[src/rtl/pattern_pkg.sv]
// Shared widths and scheduler state encoding for the
// pattern scheduler slice.
package pattern_pkg;

  localparam int RGB_W = 8;
  localparam int PIX_W = 24;

  localparam logic [1:0] SHOW    = 2'd0;
  localparam logic [1:0] PENDING = 2'd1;
  localparam logic [1:0] SWITCH  = 2'd2;

  function automatic logic [PIX_W-1:0] blank_pix(
    input logic             de,
    input logic [PIX_W-1:0] pix
  );
    return de ? pix : '0;
  endfunction

endpackage

[src/rtl/pattern_scheduler_if.sv]
// Video-in / video-out bundle between the pattern bank,
// the scheduler and the HDMI encoder.
interface pattern_scheduler_if
  import pattern_pkg::*;
#(
  parameter int NUM_PAT = 4,
  parameter int SEL_W   = 2
) ();

  logic                     key_n;
  logic                     auto_en;
  logic                     in_hs;
  logic                     in_vs;
  logic                     in_de;
  logic [NUM_PAT*PIX_W-1:0] pat_rgb;
  logic                     hs;
  logic                     vs;
  logic                     de;
  logic [RGB_W-1:0]         rgb_r;
  logic [RGB_W-1:0]         rgb_g;
  logic [RGB_W-1:0]         rgb_b;
  logic [SEL_W-1:0]         pat_sel;
  logic                     switch_pulse;

  modport master (
    output key_n, auto_en, in_hs, in_vs, in_de, pat_rgb,
    input  hs, vs, de, rgb_r, rgb_g, rgb_b,
    input  pat_sel, switch_pulse
  );

  modport slave (
    input  key_n, auto_en, in_hs, in_vs, in_de, pat_rgb,
    output hs, vs, de, rgb_r, rgb_g, rgb_b,
    output pat_sel, switch_pulse
  );

endinterface

[src/rtl/pattern_scheduler_key_debounce.sv]
// Push-button synchroniser and debouncer; emits one
// pulse per accepted press (accepted 1->0 transition).
module key_debounce #(
  parameter logic [19:0] DEBOUNCE_CYCLES = 20'd500000
) (
  input  logic clk,
  input  logic rst_n,
  input  logic key_n,
  output logic press
);

  logic        sync1;
  logic        sync2;
  logic        stable;
  logic [19:0] cnt;
  logic        differ;
  logic        flip;

  assign differ = sync2 != stable;
  assign flip   = differ &&
                  (cnt == DEBOUNCE_CYCLES - 20'd1);

  // released (1) is the safe power-up level
  always_ff @(posedge clk or negedge rst_n) begin
    if (!rst_n) begin
      sync1  <= 1'b1;
      sync2  <= 1'b1;
      stable <= 1'b1;
      cnt    <= '0;
      press  <= 1'b0;
    end else begin
      sync1 <= key_n;
      sync2 <= sync1;
      press <= flip & ~sync2;
      if (flip) begin
        stable <= sync2;
        cnt    <= '0;
      end else if (differ) begin
        cnt <= cnt + 20'd1;
      end else begin
        cnt <= '0;
      end
    end
  end

endmodule

[src/rtl/pattern_scheduler.sv]
// Selects one of NUM_PAT pattern sources for the HDMI path;
// selection advances only on a vsync rising edge.
module pattern_scheduler
  import pattern_pkg::*;
#(
  parameter int          NUM_PAT         = 4,
  parameter int          SEL_W           = 2,
  parameter logic [19:0] DEBOUNCE_CYCLES = 20'd500000,
  parameter logic [7:0]  AUTO_FRAMES     = 8'd120
) (
  input logic                clk,
  input logic                rst_n,
  pattern_scheduler_if.slave bus
);

  logic             press;
  logic [1:0]       state;
  logic [1:0]       state_nx;
  logic [7:0]       fcnt;
  logic             fb;
  logic             auto_req;
  logic [SEL_W-1:0] sel_q;
  logic [SEL_W-1:0] sel_nx;
  logic [PIX_W-1:0] pix;
  logic             hs_q;
  logic             vs_q;
  logic             de_q;
  logic [PIX_W-1:0] rgb_q;
  logic             pulse_q;

  key_debounce #(
    .DEBOUNCE_CYCLES (DEBOUNCE_CYCLES)
  ) u_key (
    .clk   (clk),
    .rst_n (rst_n),
    .key_n (bus.key_n),
    .press (press)
  );

  // vs_q doubles as the previous-vsync sample
  assign fb       = bus.in_vs & ~vs_q;
  assign auto_req = fb & bus.auto_en &
                    (fcnt == AUTO_FRAMES - 8'd1);

  assign sel_nx = (sel_q == SEL_W'(NUM_PAT - 1)) ?
                  '0 : sel_q + SEL_W'(1);

  assign pix = bus.pat_rgb[PIX_W*int'(sel_q) +: PIX_W];

  always_comb begin
    state_nx = state;
    unique case (1'b1)
      (state == SHOW): begin
        if (auto_req)   state_nx = SWITCH;
        else if (press) state_nx = PENDING;
      end
      (state == PENDING): begin
        if (fb) state_nx = SWITCH;
      end
      (state == SWITCH): state_nx = SHOW;
      default:           state_nx = SHOW;
    endcase
  end

  always_ff @(posedge clk or negedge rst_n) begin
    if (!rst_n) begin
      state   <= SHOW;
      fcnt    <= '0;
      sel_q   <= '0;
      hs_q    <= 1'b0;
      vs_q    <= 1'b0;
      de_q    <= 1'b0;
      rgb_q   <= '0;
      pulse_q <= 1'b0;
    end else begin
      state   <= state_nx;
      hs_q    <= bus.in_hs;
      vs_q    <= bus.in_vs;
      de_q    <= bus.in_de;
      rgb_q   <= blank_pix(bus.in_de, pix);
      pulse_q <= state == SWITCH;
      if (state == SWITCH) sel_q <= sel_nx;
      if (!bus.auto_en || state == SWITCH)
        fcnt <= '0;
      else if (fb)
        fcnt <= fcnt + 8'd1;
    end
  end

  assign bus.hs           = hs_q;
  assign bus.vs           = vs_q;
  assign bus.de           = de_q;
  assign bus.rgb_r        = rgb_q[2*RGB_W +: RGB_W];
  assign bus.rgb_g        = rgb_q[RGB_W +: RGB_W];
  assign bus.rgb_b        = rgb_q[0 +: RGB_W];
  assign bus.pat_sel      = sel_q;
  assign bus.switch_pulse = pulse_q;

endmodule
[src/flat_wrapper.sv]
// flat-port wrapper written by rule: the top's interface ports become plain ports
module pattern_scheduler_flat import pattern_pkg::*;
#(
  parameter int          NUM_PAT         = 4,
  parameter int          SEL_W           = 2,
  parameter logic [19:0] DEBOUNCE_CYCLES = 20'd500000,
  parameter logic [7:0]  AUTO_FRAMES     = 8'd120
)
  (clk, rst_n, bus_key_n, bus_auto_en, bus_in_hs, bus_in_vs, bus_in_de, bus_pat_rgb, bus_hs, bus_vs, bus_de, bus_rgb_r, bus_rgb_g, bus_rgb_b, bus_pat_sel, bus_switch_pulse);
  pattern_scheduler_if #(.NUM_PAT(NUM_PAT), .SEL_W(SEL_W)) bus_i ();
  input logic clk;
  input logic rst_n;
  input wire logic [$bits(bus_i.key_n)-1:0] bus_key_n;
  input wire logic [$bits(bus_i.auto_en)-1:0] bus_auto_en;
  input wire logic [$bits(bus_i.in_hs)-1:0] bus_in_hs;
  input wire logic [$bits(bus_i.in_vs)-1:0] bus_in_vs;
  input wire logic [$bits(bus_i.in_de)-1:0] bus_in_de;
  input wire logic [$bits(bus_i.pat_rgb)-1:0] bus_pat_rgb;
  output wire logic [$bits(bus_i.hs)-1:0] bus_hs;
  output wire logic [$bits(bus_i.vs)-1:0] bus_vs;
  output wire logic [$bits(bus_i.de)-1:0] bus_de;
  output wire logic [$bits(bus_i.rgb_r)-1:0] bus_rgb_r;
  output wire logic [$bits(bus_i.rgb_g)-1:0] bus_rgb_g;
  output wire logic [$bits(bus_i.rgb_b)-1:0] bus_rgb_b;
  output wire logic [$bits(bus_i.pat_sel)-1:0] bus_pat_sel;
  output wire logic [$bits(bus_i.switch_pulse)-1:0] bus_switch_pulse;
  assign bus_i.key_n = bus_key_n;
  assign bus_i.auto_en = bus_auto_en;
  assign bus_i.in_hs = bus_in_hs;
  assign bus_i.in_vs = bus_in_vs;
  assign bus_i.in_de = bus_in_de;
  assign bus_i.pat_rgb = bus_pat_rgb;
  assign bus_hs = bus_i.hs;
  assign bus_vs = bus_i.vs;
  assign bus_de = bus_i.de;
  assign bus_rgb_r = bus_i.rgb_r;
  assign bus_rgb_g = bus_i.rgb_g;
  assign bus_rgb_b = bus_i.rgb_b;
  assign bus_pat_sel = bus_i.pat_sel;
  assign bus_switch_pulse = bus_i.switch_pulse;
  pattern_scheduler #(.NUM_PAT(NUM_PAT), .SEL_W(SEL_W), .DEBOUNCE_CYCLES(DEBOUNCE_CYCLES), .AUTO_FRAMES(AUTO_FRAMES)) u_core (.clk(clk), .rst_n(rst_n), .bus(bus_i));
endmodule
[config.mk]
export PLATFORM = sky130hd
export DESIGN_NAME = pattern_scheduler_flat
export DESIGN_NICKNAME = d
export VERILOG_FILES = /design/src/rtl/pattern_pkg.sv /design/src/rtl/pattern_scheduler_if.sv /design/src/rtl/pattern_scheduler_key_debounce.sv /design/src/rtl/pattern_scheduler.sv /design/src/flat_wrapper.sv
export SDC_FILE = /design/constraint.sdc
export NUM_CORES = 1
export LEC_CHECK = 0
export BUFFER_PORTS_ARGS = -buffer_cell sky130_fd_sc_hd__buf_2
export CORE_UTILIZATION = 48
export CTS_CLUSTER_SIZE = 30
export DETAILED_ROUTE_END_ITERATION = 10
export GPL_ROUTABILITY_DRIVEN = 1
export GPL_TIMING_DRIVEN = 0
export HOLD_SLACK_MARGIN = 0.15
export PLACE_DENSITY = 0.9
export REMOVE_ABC_BUFFERS = 1
export SETUP_SLACK_MARGIN = 0.5
export SYNTH_ARGS = -nofsm -noshare
export SYNTH_HDL_FRONTEND = slang
export SYNTH_SLANG_ARGS = --single-unit
[constraint.sdc]
create_clock -name clk -period 2.2 [get_ports clk]
set_input_delay 0.11 -clock clk [delete_from_list [all_inputs] [get_ports clk]]
set_output_delay 0.11 -clock clk [all_outputs]
set_load 0.02 [all_outputs]
# After elaboration in Yosys (flattened, before gate mapping)
# Cells that the tools add are included.
[word_totals]
register_bits = 64
out_inout_bits = 30
[classes]
add_sub_neg = 3
n_mul = 1
eq_ne = 8
shifts = 1
n_mux = 10
n_bitwise = 6
n_reduce_logical = 6
[ops]
columns = ["cell", "n"]
rows = [
  ["$shiftx 96x32->24", 1],
  ["$mux 20", 2],
  ["$mux 24", 1],
  ["$add 20x1->20 const B", 1],
  ["$eq 20x19->1 const B", 1],
  ["$mux 8", 2],
  ["$add 8x1->8 const B", 1],
  ["$eq 8x7->1 const B", 1],
  ["$mux 2", 4],
  ["$and 1x1->1", 4],
  ["$eq 2x2->1 const B", 2],
  ["$mul 2x2->4 const A", 1],
  ["$pmux 2 s2", 1],
  ["$ne 3x2->1 const B", 1],
  ["$add 2x1->2 const B", 1],
  ["$eq 2x1->1 const B", 1],
  ["$logic_not 2->1", 1],
  ["$ne 2x1->1 const B", 1],
  ["$not 1->1", 2],
  ["$reduce_and 2->1", 1],
  ["$reduce_bool 2->1", 1],
  ["$logic_and 1x1->1", 1],
  ["$logic_not 1->1", 1],
  ["$logic_or 1x1->1", 1],
  ["$ne 1x1->1", 1],
]

# Depth between registers and ports, before layout
[depth]
depth_word = 6
mapped_depth = 6

# By module
# From an unflattened synthesis, not the netlist that was laid out.
[unflattened]
hier_cells = 250
area_unflattened_um2 = 3200.6
[by_module_without_submodules]
columns = ["module", "instances", "cells_each", "area_each_um2", "seq_area_each_um2"]
rows = [
  ["pattern_scheduler", 1, 141, 2073.2, 1001.0],
  ["key_debounce", 1, 109, 1127.3, 604.3],
]

# Worst setup path before layout
# OpenSTA, ideal clock, no wires.
[synth_path]
path_kind = "flip-flop to flip-flop"
from = "reg u_core.u_key.cnt[0]"
to = "reg u_core.u_key.cnt[18]"
setup_time_ps = 77
arrival_time_ps = 1758
required_ps = 2123
slack_ps = 364
path_stages_with_launch = 6
path_buffers = 0
period_less_slack_ps = 1836
cell_sequence = "dfrtp_1 ha_1 nand4_1 or3_2 or3_1 a21oi_1"
[synth_via]
elab_chain_cells = 3
word_cells_on_any_way = 5
classes_between = "add/sub: 1; eq/ne: 1; mux: 2; reduce/logical: 1"
[synth_rtl]
columns = ["item", "line", "source"]
rows = [
  ["start: declaration", "pattern_scheduler_key_debounce.sv:15", "logic [19:0] cnt;"],
  ["start signal: assignment", "pattern_scheduler_key_debounce.sv:39", "cnt <= cnt + 20'd1;"],
  ["$add 20x1->20 / $eq 20x19->1 (equally long branches)", "pattern_scheduler_key_debounce.sv:39, pattern_scheduler_key_debounce.sv:21", ""],
  ["$mux 20 / $logic_and 1x1->1 (equally long branches)", "pattern_scheduler_key_debounce.sv:38, pattern_scheduler_key_debounce.sv:20", ""],
  ["$mux 20 *", "pattern_scheduler_key_debounce.sv:35", "if (flip) begin"],
]
# Mark *: on every way between the ends. The rest lies on a longest branch, timed or not.
# A chain may end at the register's enable or synchronous reset.

# Final worst setup path
[layout_path]
from = "reg u_core.u_key.cnt[6]"
to = "reg u_core.u_key.stable"
[layout_via]
elab_chain_cells = 2
[layout_rtl]
columns = ["item", "line", "source"]
rows = [
  ["$eq 20x19->1", "pattern_scheduler_key_debounce.sv:21", "(cnt == DEBOUNCE_CYCLES - 20'd1);"],
  ["$logic_and 1x1->1", "pattern_scheduler_key_debounce.sv:20", "assign flip = differ &&"],
  ["end signal: assignment", "pattern_scheduler_key_debounce.sv:36", "stable <= sync2;"],
  ["end: declaration", "pattern_scheduler_key_debounce.sv:14", "logic stable;"],
]
# No other way between the ends.

==> run summary <==
Worst-path clk slew: 70 ps
synthesized area per cell: 12.57 sq um
Post-Synth Adder-Cell Area: 1.190%
Worst Reg-to-Reg Cells: 4
DRT Pass-1 Iters: 4
CORE AREA: 6350 sq um
CP peak stage delay: 560 ps
main combinational cell family by area after synthesis: simple AND/OR/NAND/NOR gates
antenna-violating nets left: 0
Routability Congestion: 0.8279
Placement Setup Slack: 25.54 ps
slowest CP cell: or4b_4
reg2reg start: u_core.u_key.cnt[6]$_DFF_PN0_
total wire length: 8.834 mm
Synth Area in Simple Gates: 19.11%
leakage: 2.086 nW
Worst Hold End: u_core.rgb_q[20]$_DFF_PN0_
EDFF count, synth: 0
RSZ-0062 raised after global routing: yes
FP Rows: 29
CTS max path bufs: 2
top-area cell type share of the netlist area: 48.37%
crit path cell chain: or4b_4 > nor4_4 > nand2_2 > mux2_4
GRT Total Usage: 25.82%
max_slew headroom: 35.79%
Gate Count Post-Synth: 251
most area-hungry cell type in the Yosys netlist: dfrtp_1
CP Max Fanout: 4
global-route wire length before repair: 13.73 mm
Psw: 0.6243 mW
Comb power frac: 11.0%
Final Hold Vio Count: 0
Bufs and invs on worst path: 0
Wirelength per Cell: 18.10 um
period utilisation layout: 85.44%
clock power share: 42.7%
clk sink count: 64
Yosys reg bits: 64
CP Class: reg2reg
final worst path period need: 1880 ps
diode count: 0
most used flip-flop cell after synthesis: dfrtp_1
final cell count without fillers: 488
Total Nets Final: 512
Placed Cells: 447
CTS tree: built
HP Start: bus_pat_rgb[20]
Initial Util: 49.69%
max_cap viols: 0
clock root cell: clkbuf_8
largest net degree at the start of global routing: 65
Die Y: 83.08 um
Async SR Flop Fraction: 100.0%
DRT iter0 DRCs: 229
Fmax: 532.0 MHz
status: finished, final reports clean
DIE WIDTH: 83.08 um
Max VDD drop: 0.4748 mV
WP data required: 2480 ps
post-synthesis mux area share: 18.52%
WP depth: 4
# fillers: 411
worst skew pair latency: 350 ps
sequential fraction of design power: 46.3%
Top delay family on crit path: simple AND/OR/NAND/NOR gates
IO Count: 133
gr ovfl total: 0
Post-Synth XOR/XNOR Area: 5.829%
drt drc: 0
number of global-route vias before repair: 2879
HPWL Detailed: 5.507 mm
cts bufs inserted: 9
CP Launch Type: flip-flop
number of I/O port buffers: 132
Internal Power: 2.031 mW
Unique masters post-synth: 38
post-synthesis compound-gate area fraction: 2.458%
initial antenna violation count: 0
top cells by area, synth: dfrtp_1 (48%), mux4_2 (17%), and2_1 (5.0%)
DIE AREA: 6902 sq um
fin worst setup slack: 320.4 ps
CP arrival: 2160 ps
Worst Skew: 10.06 ps
actual slew at the worst max-slew pin: 955.8 ps
vias per cell: 5.572
hold depth: 3
FF-to-FF setup slack: 320 ps
post-layout util: 70.29%
Synth Warn #: 0
P per Cell Area: 594.8 nW/um^2
Cell Area, Synth: 3156 sq um
Sw Share: 23.51%
FF-to-FF End: u_core.u_key.stable$_DFFE_PN1P_
CP Capture Type: flip-flop
Hold WC Path Type: in2reg
sequential-to-total area share from yosys stat: 50.87%
DR vias: 2719
Pins Over Slew Limit: 0
htree depth: 3
layout cell share with drive strength beyond 1: 57.18%
setup violators final: 0
area growth from synthesis to layout: 41.44%
[flip-flops by register name (all words and copies together), names as in the netlist]
register	cells
u_core.u_key.cnt	20
u_core.u_key.stable	1
u_core.bus.hs	1
u_core.bus.vs	1
u_core.bus.switch_pulse	1
u_core.rgb_q	24
u_core.state	2
u_core.u_key.sync1	1
u_core.u_key.press	1
u_core.fcnt	8
u_core.bus.de	1
u_core.bus.pat_sel	2
u_core.u_key.sync2	1
[placed cells by master (no fill, tap or decap), drive strengths merged, types with 5 or more instances in the layout]
cell type / n
a21oi: 6
and2: 25
buf: 149
clkbuf: 11
dfrtp: 61
dlygate4sd3: 5
mux4: 24
nand2: 10
nand3: 10
nand4: 7
nor2: 26
xnor2: 10
xor2: 11
[metrics by stage]
stage | TNS, ps | cell area, sq um | power (mW) | hold WS (ps)
CTS | 0 | 4320 | 2.651 | 177.6
finish | 0 | 4463 | 2.655 | 184.5
global placement | -1221 | 3856 | 1.495 | 220.5
floorplan | 0 | 3099 | 1.350 | -185.6
global route | 0 | 4463 | 2.744 | 180.6
detailed placement | 0 | 3857 | 1.506 | 222.2
[cell families (layout without fill, tap and decap cells)]
| kind of cell | after synthesis | count (layout) |
|---|---|---|
| compound gates | 13 | 16 |
| xor+xnor | 21 | 21 |
| mux | 28 | 28 |
| fa+ha+maj | 3 | 3 |
| flops | 64 | 64 |
| buf+inv | 15 | 172 |
| simple gates | 107 | 107 |
[synthesized netlist by cell type (4+ instances only)]
library cell,number
nand3_1,10
nor2_1,26
and3_1,4
mux4_2,24
a21oi_1,6
xor2_1,11
buf_2,6
clkbuf_1,7
and2_1,25
nor4_1,4
nand2_1,10
dfrtp_1,61
nand4_1,6
xnor2_1,10
[worst max-delay path by stage]
stage / startpoint / to / slack, ps
6_report: u_core.u_key.cnt[6]$_DFF_PN0_ / u_core.u_key.stable$_DFFE_PN1P_ / 320
5_1_grt: u_core.u_key.cnt[6]$_DFF_PN0_ / u_core.u_key.cnt[17]$_DFF_PN0_ / 220
3_3_place_gp: u_core.bus.pat_sel[0]$_DFFE_PN0P_ / u_core.rgb_q[13]$_DFF_PN0_ / -70
3_5_place_dp: u_core.u_key.cnt[0]$_DFF_PN0_ / u_core.u_key.cnt[4]$_DFF_PN0_ / 30
4_1_cts: u_core.u_key.cnt[7]$_DFF_PN0_ / u_core.u_key.cnt[17]$_DFF_PN0_ / 370
2_1_floorplan: u_core.bus.pat_sel[0]$_DFFE_PN0P_ / u_core.rgb_q[0]$_DFF_PN0_ / 40
[layout make-up]
type                    instances  area, sq um  area share [%]
inverters                       2        7.507          0.1682
flip-flops and latches         64         1614           36.16
repair buffers                154        860.8           19.29
clock inverters                 5        78.83           1.766
clock buffers                  11        141.4           3.168
multi-input cells             175         1664           37.29
well taps                      77        96.34           2.159
[worst min-delay path, stage by stage]
cell and delay [ps]:
buf_2 70, mux4_2 200, and2_1 110
[power groups by stage]
stage / Clock [mW] / Sequential [mW] / Combinational [mW]
finish: 1.13 / 1.23 / 0.292
floorplan: 0 / 1.28 / 0.0687
detailed placement: 0 / 1.25 / 0.257
CTS: 1.15 / 1.23 / 0.277
global route: 1.20 / 1.23 / 0.315
global placement: 0 / 1.25 / 0.248
[layer usage]
| metal | vias to the layer above | wire length [um] | global-route usage (%) |
|---|---|---|---|
| met5 | - | 0 | 0 |
| met4 | 0 | 344 | 10.66 |
| met3 | 32 | 641 | 8.052 |
| met2 | 150 | 4732 | 46.27 |
| met1 | 1317 | 3116 | 28.24 |
| li1 | 1220 | - | - |
[what timing repair did]
item                                    in CTS  in global routing
setup buffers                               10                  7
resized for setup                           21                 24
hold buffers                                 5                  0
hold endpoints to repair                    65                  0
endpoints found under the setup margin      50                 22
gates cloned                                 2                  1
pin swaps                                   10                 13
Note: power is estimated with default switching activity, not from simulation.
